### src/rtl/cdb_arbiter.sv
// Common data bus arbiter: grants one result producer per cycle and registers the CDB broadcast.
// Define CDB_ARB_FIXED_PRIO_EN for fixed lowest-index-wins priority instead of round-robin.
module cdb_arbiter #(
    parameter int unsigned NUM_REQ       = 4,
    parameter int unsigned DATA_WIDTH    = 4,
    parameter int unsigned CDB_TAG_WIDTH = 4
) (
    input  logic                             clk,
    input  logic                             rst,
    input  logic                             flush,
    input  logic [NUM_REQ-1:0]               req_valid,
    input  logic [NUM_REQ*CDB_TAG_WIDTH-1:0] req_tag,
    input  logic [NUM_REQ*DATA_WIDTH-1:0]    req_data,
    output logic [NUM_REQ-1:0]               req_ready,
    output logic                             cdb_out_valid,
    output logic [CDB_TAG_WIDTH-1:0]         cdb_out_tag,
    output logic [DATA_WIDTH-1:0]            cdb_out_data
);

    localparam int unsigned PTR_W = (NUM_REQ > 1) ? $clog2(NUM_REQ) : 1;

    logic [CDB_TAG_WIDTH-1:0] tag_arr  [NUM_REQ];
    logic [DATA_WIDTH-1:0]    data_arr [NUM_REQ];

    logic [PTR_W-1:0] scan_base;
    logic [PTR_W-1:0] win_idx;
    logic             win_found;
    logic             xfer;
    int unsigned      cand;

    // Unpack the flat requester buses into per-requester words.
    for (genvar g = 0; g < NUM_REQ; g++) begin : g_unpack
        assign tag_arr[g]  = req_tag[g*CDB_TAG_WIDTH +: CDB_TAG_WIDTH];
        assign data_arr[g] = req_data[g*DATA_WIDTH +: DATA_WIDTH];
    end

`ifdef CDB_ARB_FIXED_PRIO_EN
    assign scan_base = '0;
`else
    logic [PTR_W-1:0] rr_ptr;
    assign scan_base = rr_ptr;
`endif

    // Scan from scan_base upward with explicit modulo wrap; first valid requester wins.
    always_comb begin
        win_found = 1'b0;
        win_idx   = '0;
        cand      = 0;
        for (int unsigned k = 0; k < NUM_REQ; k++) begin
            cand = 32'(scan_base) + k;
            if (cand >= NUM_REQ) begin
                cand = cand - NUM_REQ;
            end
            if (!win_found && req_valid[cand]) begin
                win_found = 1'b1;
                win_idx   = PTR_W'(cand);
            end
        end
    end

    assign xfer      = win_found && !flush && !rst;
    assign req_ready = xfer ? (NUM_REQ'(1) << win_idx) : '0;

    // Broadcast register: valid pulses for one cycle, tag/data hold between transfers.
    always_ff @(posedge clk or posedge rst) begin
        if (rst) begin
            cdb_out_valid <= 1'b0;
            cdb_out_tag   <= '0;
            cdb_out_data  <= '0;
        end else begin
            cdb_out_valid <= xfer;
            if (xfer) begin
                cdb_out_tag  <= tag_arr[win_idx];
                cdb_out_data <= data_arr[win_idx];
            end
        end
    end

`ifndef CDB_ARB_FIXED_PRIO_EN
    // Pointer moves just past the winner; explicit wrap keeps it below NUM_REQ.
    always_ff @(posedge clk or posedge rst) begin
        if (rst) begin
            rr_ptr <= '0;
        end else if (xfer) begin
            rr_ptr <= (win_idx == PTR_W'(NUM_REQ - 1)) ? '0 : win_idx + PTR_W'(1);
        end
    end

    a_ptr_range: assert property (@(posedge clk) disable iff (rst) 32'(rr_ptr) < NUM_REQ);
`endif

    a_grant_onehot: assert property (@(posedge clk) disable iff (rst) $onehot0(req_ready));

endmodule

### config.mk
export PLATFORM = sky130hd
export DESIGN_NAME = cdb_arbiter
export DESIGN_NICKNAME = d
export VERILOG_FILES = /design/src/rtl/cdb_arbiter.sv
export SDC_FILE = /design/constraint.sdc
export NUM_CORES = 1
export LEC_CHECK = 0
export CORE_MARGIN = 4
export CORE_UTILIZATION = 34
export DETAILED_ROUTE_END_ITERATION = 10
export PLACE_DENSITY = 0.82
export SYNTH_ARGS = -nofsm -noshare
export SYNTH_HDL_FRONTEND = slang
export SYNTH_SLANG_ARGS = --single-unit
### constraint.sdc
create_clock -name clk -period 1.9 [get_ports clk]
set_clock_uncertainty 0.05 [all_clocks]
set_input_delay 0.475 -clock clk [delete_from_list [all_inputs] [get_ports clk]]
set_output_delay 0.475 -clock clk [all_outputs]
set_load 0.01 [all_outputs]
==> flow_summary.yaml, run 1 <==
run_status:
  status: "finished, violations left"
  violations: "setup timing"
floorplan:
  die_w_um: 54.4
  ioPinCount: 52
  dieHeight_um: 54.4
  start_util_pct: 36.6
  fp.coreArea_sq_um: 2000
  rows: 16
  dieArea_sq_um: 2960
timing:
  finalMaxSlewViolations: 0
  setup_viol: 4
  finalCritPeriodShare_pct: 120
  fmaxAchievable_mhz: 438
  hold_viol_final: 0
  rsz0062_at_grt: "true"
  max_slew_margin_pct: 71.3
  fin_crit_ns: 2.28
  tns_ns: -1.34
  finalWorstSetupSlack_ns: -0.385
  worstMarginPinSlew_ns: 0.430
yosys:
  synth_fp_nets: 114
  ys_seq_area_share_pct: 37.6
  synth.distinct_cells: 20
  ys_seq_elements: 11
  syn_area_sq_um: 732
  synth.avg_cell_area_sq_um: 9.89
  syn_inst: 74
  ys_warn_count: 0
detailed_routing:
  vias_per_cell: 5.01
  first_pass_iters: 4
  remaining_drc_errors: 0
  drt_iter0_drc: 4
  wl_per_cell_um: 14.9
  drt.antenna.violating_nets: 0
  wl_mm: 2.50
  vias: 841
run:
  maxCapViolCount: 0
finish:
  drive_gt1_share_pct: 23.4
  syn_to_final_growth_pct: 93.2
  mostFrequentLayoutCell: "clkdlybuf4s50_1"
  antenna_cells: 0
  fin_util_pct: 70.6
  final_cell_mix: "clkdlybuf4s50_1 (41), mux2i_1 (17), buf_4 (14), nand2_1 (11), dfrtp_1 (11)"
  nets: 182
placement:
  post-dp-hpwl_mm: 1.90
  port_buffers: 51
  gp_congestion: 0.874
global_routing:
  antenna_found_initial: 0
  grt_first_pass_wirelength_mm: 3.77
  grt_remaining_overflow: 0
  grt_max_degree: 13
  grt_pass1_vias: 851
  grt_usage_pct: 18.1
setup_path:
  setup.worst_path.class: "reg2out"
  cp.arrival_ns: 1.76
  cp_max_fo: 4
  crit_required_ns: 1.37
  rr_worst_depth: 7
  startpoint_type: "register"
  end_kind: "output pin"
cts:
  cts_buffers: 3
  cts-root-buf: "clkbuf_4"
  clock_path_buffers: 2
  cts_tree: "yes"
  clkTransAtPathRegs_ns: 0.08
  ctsHoldBuffers: 0
  clock_latency_ns: 0.27
  clock-sinks: 11
  cts-htree-levels: 1
power_and_ir_drop:
  leakagePower_nw: 0.655
  peakVddDrop_mv: 0.670
  p_per_area_nw_per_um2: 805
min_path:
  min_path_type: "in2async"
[metal layers]
layer | up-vias | track usage [%] | part of all wire (%)
li1 | 405 | - | -
met1 | 404 | 20.5 | 39
met2 | 28 | 32.9 | 54
met3 | 4 | 3.27 | 4.8
met4 | 0 | 7.47 | 1.5
met5 | - | 0 | 0
[per-stage QoR]
stage	cells	instance area [sq um]	worst slack, ns	hold WS (ns)	total power, W
2_1_floorplan	74	732	0.0423	0.277	0.000634
3_3_place_gp	159	1320	-0.893	0.419	0.000906
3_5_place_dp	159	1320	-0.918	0.430	0.000922
4_1_cts	168	1390	-0.292	0.296	0.00112
5_1_grt	168	1410	-0.475	0.314	0.00122
6_report	168	1410	-0.385	0.288	0.00114
[cell usage after synthesis]
| master | count | share of area (%) |
|---|---|---|
| or3_1 | 1 | 0.86 |
| nand2_1 | 11 | 5.6 |
| inv_2 | 1 | 0.51 |
| a21boi_0 | 1 | 1.0 |
| a21oi_1 | 3 | 2.1 |
| o2bb2a_2 | 1 | 1.5 |
| a311oi_2 | 1 | 2.1 |
| nor4_1 | 1 | 0.86 |
| and2_1 | 1 | 0.86 |
| nand2b_1 | 2 | 1.7 |
| nand2_2 | 1 | 0.86 |
| inv_1 | 4 | 2.1 |
| o221ai_1 | 8 | 9.6 |
| ha_1 | 1 | 1.7 |
| buf_6 | 3 | 4.6 |
| nor2_1 | 4 | 2.1 |
| dfrtp_1 | 11 | 38 |
| mux2i_1 | 17 | 23 |
| o21ai_0 | 1 | 0.68 |
| clkbuf_1 | 1 | 0.51 |
[worst max-delay path, cell delays in order (launching register included)]
cell,delay (ns)
dfrtp_1,0.43
mux2i_1,0.21
nor2_1,0.06
a311oi_2,0.27
buf_4,0.17
ha_4,0.12
and2_4,0.14
buf_6,0.09
[power by group]
group          leakage, nW  switching, W  total (W)  internal (W)
Sequential           0.135     0.0000457   0.000349      0.000303
Combinational        0.505      0.000255   0.000625      0.000370
Clock               0.0150     0.0000829   0.000164     0.0000813
[worst paths after layout]
kind | slack, ns | end | start
worst max-delay path | -0.38 | req_ready[3] | rr_ptr[1]
worst min-delay path | 0.29 | cdb_out_valid | rst
worst max register to register | 0.07 | cdb_out_tag[3] | rr_ptr[1]
worst min register to register | 0.45 | cdb_out_data[3] | cdb_out_data[3]
max in group asynchronous | 1.21 | cdb_out_tag[0] | rst
min in group clk | 0.45 | cdb_out_data[3] | cdb_out_data[3]
[timing repair]
action                                  4_1_cts  5_1_grt
endpoints found under the setup margin       12       11
resized for setup                            29        7
pin swaps                                     8        4
buffers inserted                              5        1
[registers in the layout, indices dropped and copies added (netlist names)]
signal         count
cdb_out_data       4
cdb_out_valid      1
rr_ptr             2
cdb_out_tag        4
[cell type report]
type / instances / area, sq um
clock buffer: 4 / 26.3
fill: 155 / 588
inverter: 5 / 21.3
multi-input combinational: 54 / 438
sequential: 11 / 275
tap: 27 / 33.8
timing repair buffer: 67 / 619
[logic make-up after synthesis]
family / Yosys count / share of synthesized area [%]
AOI/OAI and AO/OA: 15 / 16.9
muxes: 17 / 23.2
and+or+nand+nor: 21 / 12.8
DFF: 11 / 37.6
adders and majority gates: 1 / 1.71
buffers and inverters: 9 / 7.69
Note: power is estimated with default switching activity, not from simulation.
==> run 2: changes to the inputs <==
CORE_MARGIN = 2   (was 4)
==> run 2 against run 1 <==
Worst hold slack gained 0.0066 ns. The run still ends with setup timing left. Clock power about the same. Utilization shrank 1.1 points. Register-to-register slack better by 0.03 ns.
==> flow_summary.yaml, run 2 (synthesis gave the netlist of run 1 again) <==
detailed_routing:
  wl_per_cell_um: 12.9
  drt_iter0_drc: 6
  vias_per_cell: 4.89
  drt.antenna.violating_nets: 0
  remaining_drc_errors: 0
  first_pass_iters: 4
  wl_mm: 2.19
  vias: 827
setup_path:
  end_kind: "output pin"
  crit_required_ns: 1.37
  path_cells: "dlygate4sd2_1 -> nand2b_1 -> a21oi_2 -> a311oi_2 -> buf_4 -> nand2b_4 -> nor2_1 -> buf_2"
  slowest_delay_ns: 0.27
  setup.worst_path.class: "in2out"
  startpoint_type: "primary input"
  crit_slowest_cell: "dlygate4sd2_1"
  r2r-start: "rr_ptr[1]"
  cp.arrival_ns: 1.64
  rr_worst_depth: 7
  rrSetupSlack_ns: 0.10
  timing.rr.end: "cdb_out_tag[3]"
  cp_max_fo: 4
cts:
  cts_tree: "yes"
  clock-sinks: 11
  cts_buffers: 3
  cts-root-buf: "clkbuf_4"
  clock_latency_ns: 0.27
  clkTransAtPathRegs_ns: 0.08
  cts-htree-levels: 1
  clock_path_buffers: 2
timing:
  worstMarginPinSlew_ns: 0.440
  fin_crit_ns: 2.16
  finalWorstSetupSlack_ns: -0.264
  setup_viol: 4
  finalMaxSlewViolations: 0
  max_slew_margin_pct: 70.6
  fmaxAchievable_mhz: 462
  finalCritPeriodShare_pct: 114
  tns_ns: -1.02
  worst_hold_slack_ns: 0.294
  hold_viol_final: 0
  rsz0062_at_grt: "true"
power_and_ir_drop:
  p_sw_w: 0.000359
  leakagePower_nw: 0.645
  p_per_area_nw_per_um2: 795
  clockPowerShare_pct: 15.1
  peakVddDrop_mv: 0.456
  p_int_w: 0.000747
  seqPwrFrac_pct: 31.6
  swShare_pct: 32.5
  power_frac_comb_pct: 53.4
  finalPower_w: 0.00111
run:
  maxCapViolCount: 0
floorplan:
  die_w_um: 50.4
  ioPinCount: 52
  dieHeight_um: 50.4
  fp.coreArea_sq_um: 2000
  rows: 16
  start_util_pct: 36.6
  dieArea_sq_um: 2540
placement:
  port_buffers: 51
  post-dp-hpwl_mm: 1.73
  gp_congestion: 0.777
finish:
  antenna_cells: 0
  syn_to_final_growth_pct: 90.3
  final_cell_mix: "clkdlybuf4s50_1 (42), mux2i_1 (17), buf_4 (17), nand2_1 (11), dfrtp_1 (10)"
  fin_util_pct: 69.6
  mostFrequentLayoutCell: "clkdlybuf4s50_1"
  top_regs: "cdb_out_data: 4 flops, cdb_out_tag: 4 flops, rr_ptr: 2 flops"
  nets: 183
  drive_gt1_share_pct: 23.9
  nFillCells: 161
global_routing:
  grt_pass1_vias: 884
  grt_first_pass_wirelength_mm: 3.73
  antenna_found_initial: 0
  grt_remaining_overflow: 0
  grt_max_degree: 12
  grt_usage_pct: 19.7
run_status:
  violations: "setup timing"
  status: "finished, violations left"
min_path:
  min_path_type: "in2async"
run 2: changes by cell type in the layout (fill, tap and decap cells not counted), moves of 2 or more:
cell,change
buf_6,-3
buf_4,+3
nor2_1,+2
nor2_2,-2
run 2: repair_timing:
| item | in CTS | in global routing |
|---|---|---|
| gates resized for setup | 26 | 4 |
| endpoints found under the setup margin | 12 | 7 |
| pin swaps | 3 | 3 |
| hold buffers | 0 | 0 |
| buffers inserted | 3 | 1 |
run 2: metal layers:
layer	vias to the layer above	part of all wire (%)	global-route usage, %
li1	404	-	-
met1	382	43	22.6
met2	37	47	34.0
met3	4	7.6	5.06
met4	0	2.4	9.01
met5	-	0	0
run 2: worst max-delay path by stage:
stage                               to          from  slack [ns]  depth (start not counted)
after global placement    req_ready[1]  req_valid[0]       -0.88                          8
after detailed placement  req_ready[0]  req_valid[0]       -0.94                          8
after CTS                 req_ready[0]     rr_ptr[1]       -0.28                          7
after floorplan           req_ready[3]  req_valid[0]        0.04                          6
final                     req_ready[0]  req_valid[2]       -0.26                          8
after global routing      req_ready[0]     rr_ptr[1]       -0.36                          7
run 2: area by class of cell:
| cell class | instances | area, sq um | area share (%) |
|---|---|---|---|
| well taps | 27 | 33.8 | 2.43 |
| flip-flops and latches | 11 | 277 | 19.9 |
| clock buffers | 4 | 26.3 | 1.89 |
| inverters | 5 | 21.3 | 1.53 |
| multi-input cells | 54 | 419 | 30.1 |
| repair buffers | 68 | 616 | 44.2 |
run 2: power by group through the flow:
stage / sequential, W / combinational, W / clock, W
2_1_floorplan: 0.000376 / 0.000258 / 0
3_3_place_gp: 0.000351 / 0.000573 / 0
3_5_place_dp: 0.000350 / 0.000588 / 0
4_1_cts: 0.000348 / 0.000591 / 0.000175
5_1_grt: 0.000359 / 0.000642 / 0.000187
6_report: 0.000349 / 0.000591 / 0.000167
run 2: worst max-delay path, delay by kind of cell:
kind | cells | cell delay [ns]
buffers and inverters | 3 | 0.56
AOI/OAI and AO/OA | 2 | 0.33
and+or+nand+nor | 3 | 0.26
run 2: metrics by stage:
stage	setup WS, ns	std cells	instance area (sq um)
final	-0.264	169	1390
after global routing	-0.355	169	1390
after CTS	-0.279	168	1380
after detailed placement	-0.937	161	1340
after global placement	-0.876	161	1340
after floorplan	0.0423	74	732
==> run 3: changes to the inputs <==
SLEW_MARGIN = 5   (was default)
clock period = 2.4 ns   (was 1.9 ns; I/O delays follow)
==> run 3 against run 2 <==
The flow now finishes without violations. Register-to-register slack gained 0.49 ns. Setup slack better by 0.32 ns. Cell area shrank 2.1%. Combinational power shrank 20%. Global-route usage decreased by 0.33 points. First-iteration DRC count rose to 2.5 times the previous value. Utilization shrank 1.4 points. Via count rose by 1.5%. Largest cell class unchanged.
==> flow_summary.yaml, run 3 (synthesis gave the netlist of run 1 again) <==
setup_path:
  crit_slowest_cell: "a311oi_2"
  path_cells: "clkdlybuf4s15_1 -> inv_1 -> a311oi_2 -> buf_4 -> buf_6 -> nand2_2 -> nor2_1 -> buf_2"
  end_kind: "output pin"
  startpoint_type: "primary input"
  crit_family: "buffers and inverters"
  rrSetupSlack_ns: 0.59
  cp_max_fo: 3
  path_buf_inv: 5
  crit_required_ns: 1.75
  setup.worst_path.class: "in2out"
  slowest_delay_ns: 0.31
  cp.arrival_ns: 1.69
cts:
  cts-root-buf: "clkbuf_4"
  clock_path_buffers: 2
  cts_buffers: 3
  clock-sinks: 11
  cts_tree: "yes"
  cts-htree-levels: 1
  clock_latency_ns: 0.27
  clkTransAtPathRegs_ns: 0.07
min_path:
  min_path_type: "in2async"
timing:
  fmaxAchievable_mhz: 426
  rsz0062_at_grt: "true"
  worstMarginPinSlew_ns: 0.433
  setup_viol: 0
  finalCritPeriodShare_pct: 97.7
  hold_viol_final: 0
  max_slew_margin_pct: 71.1
  finalMaxSlewViolations: 0
  fin_crit_ns: 2.34
  tns_ns: 0
finish:
  nets: 181
  nFillCells: 168
  syn_to_final_growth_pct: 86.3
  antenna_cells: 0
  top_regs: "cdb_out_data: 4 flops, cdb_out_tag: 4 flops, rr_ptr: 2 flops"
  final_cell_area_sq_um: 1360
  drive_gt1_share_pct: 22.9
  final_cell_mix: "clkdlybuf4s50_1 (41), mux2i_1 (17), buf_4 (13), nand2_1 (11), dfrtp_1 (10)"
  mostFrequentLayoutCell: "clkdlybuf4s50_1"
placement:
  post-dp-hpwl_mm: 1.75
  gp_congestion: 0.777
  port_buffers: 51
  post_dp_cell_area_sq_um: 1330
detailed_routing:
  vias_per_cell: 5.02
  vias: 839
  wl_mm: 2.26
  drt_iter0_drc: 15
  drt.antenna.violating_nets: 0
  wl_per_cell_um: 13.6
  first_pass_iters: 4
  remaining_drc_errors: 0
global_routing:
  antenna_found_initial: 0
  grt_usage_pct: 19.3
  grt_remaining_overflow: 0
  grt_max_degree: 12
  grt_pass1_vias: 844
  grt_first_pass_wirelength_mm: 3.68
run_status:
  status: "finished, final reports clean"
power_and_ir_drop:
  finalPower_w: 0.000876
  peakVddDrop_mv: 0.545
  leakagePower_nw: 0.639
  p_per_area_nw_per_um2: 642
floorplan:
  dieArea_sq_um: 2540
  rows: 16
  ioPinCount: 52
  die_w_um: 50.4
  dieHeight_um: 50.4
  fp.coreArea_sq_um: 2000
  start_util_pct: 36.6
run:
  maxCapViolCount: 0
==> run 3: repair_timing <==
| item | CTS | global route |
|---|---|---|
| setup endpoints to repair | 4 | 4 |
| setup buffers | 3 | 0 |
| pin swaps | 3 | 0 |
| hold buffers | 0 | 0 |
| gates resized for setup | 31 | 6 |
==> run 3: report_power, final <==
part / switching [W] / internal, W / total, W
combinational: 0.000187 / 0.000283 / 0.000470
clock: 0.0000666 / 0.0000644 / 0.000131
sequential: 0.0000339 / 0.000241 / 0.000275
total: 0.000287 / 0.000589 / 0.000876
==> run 3: final timing paths <==
check	from	endpoint	cells after the start
max reg2reg	rr_ptr[1]	cdb_out_tag[3]	7
min reg2reg	cdb_out_tag[3]	cdb_out_tag[3]	2
min in group clk	cdb_out_tag[3]	cdb_out_tag[3]	2
max	req_valid[3]	req_ready[1]	8
max in group asynchronous	rst	rr_ptr[1]	2
min	rst	cdb_out_valid	2
==> run 3: layout make-up <==
type	instances	area (sq um)	area share [%]
inverters	5	21.3	1.56
multi-input cells	54	413	30.3
clock buffers	4	26.3	1.93
well taps	27	33.8	2.48
repair buffers	66	593	43.5
flip-flops and latches	11	277	20.3
==> run 3: metal layers <==
metal  vias up  part of all wire [%]  global-route usage [%]
li1        406                     -                       -
met1       388                    42                    22.0
met2        41                    49                    34.9
met3         4                   7.3                    3.87
met4         0                   1.5                    8.11
met5         -                     0                       0
==> run 3: metrics by stage <==
| stage | hold slack [ns] | cells | utilization, % | setup slack, ns |
|---|---|---|---|---|
| 3_5_place_dp | 0.431 | 160 | 66.4 | -0.701 |
| 3_3_place_gp | 0.423 | 160 | 66.4 | -0.626 |
| 2_1_floorplan | 0.402 | 74 | - | 0.292 |
| 5_1_grt | 0.466 | 167 | 68.1 | -0.0420 |
| 6_report | 0.418 | 167 | 68.1 | 0.0550 |
| 4_1_cts | 0.432 | 167 | 68.3 | 0.0144 |
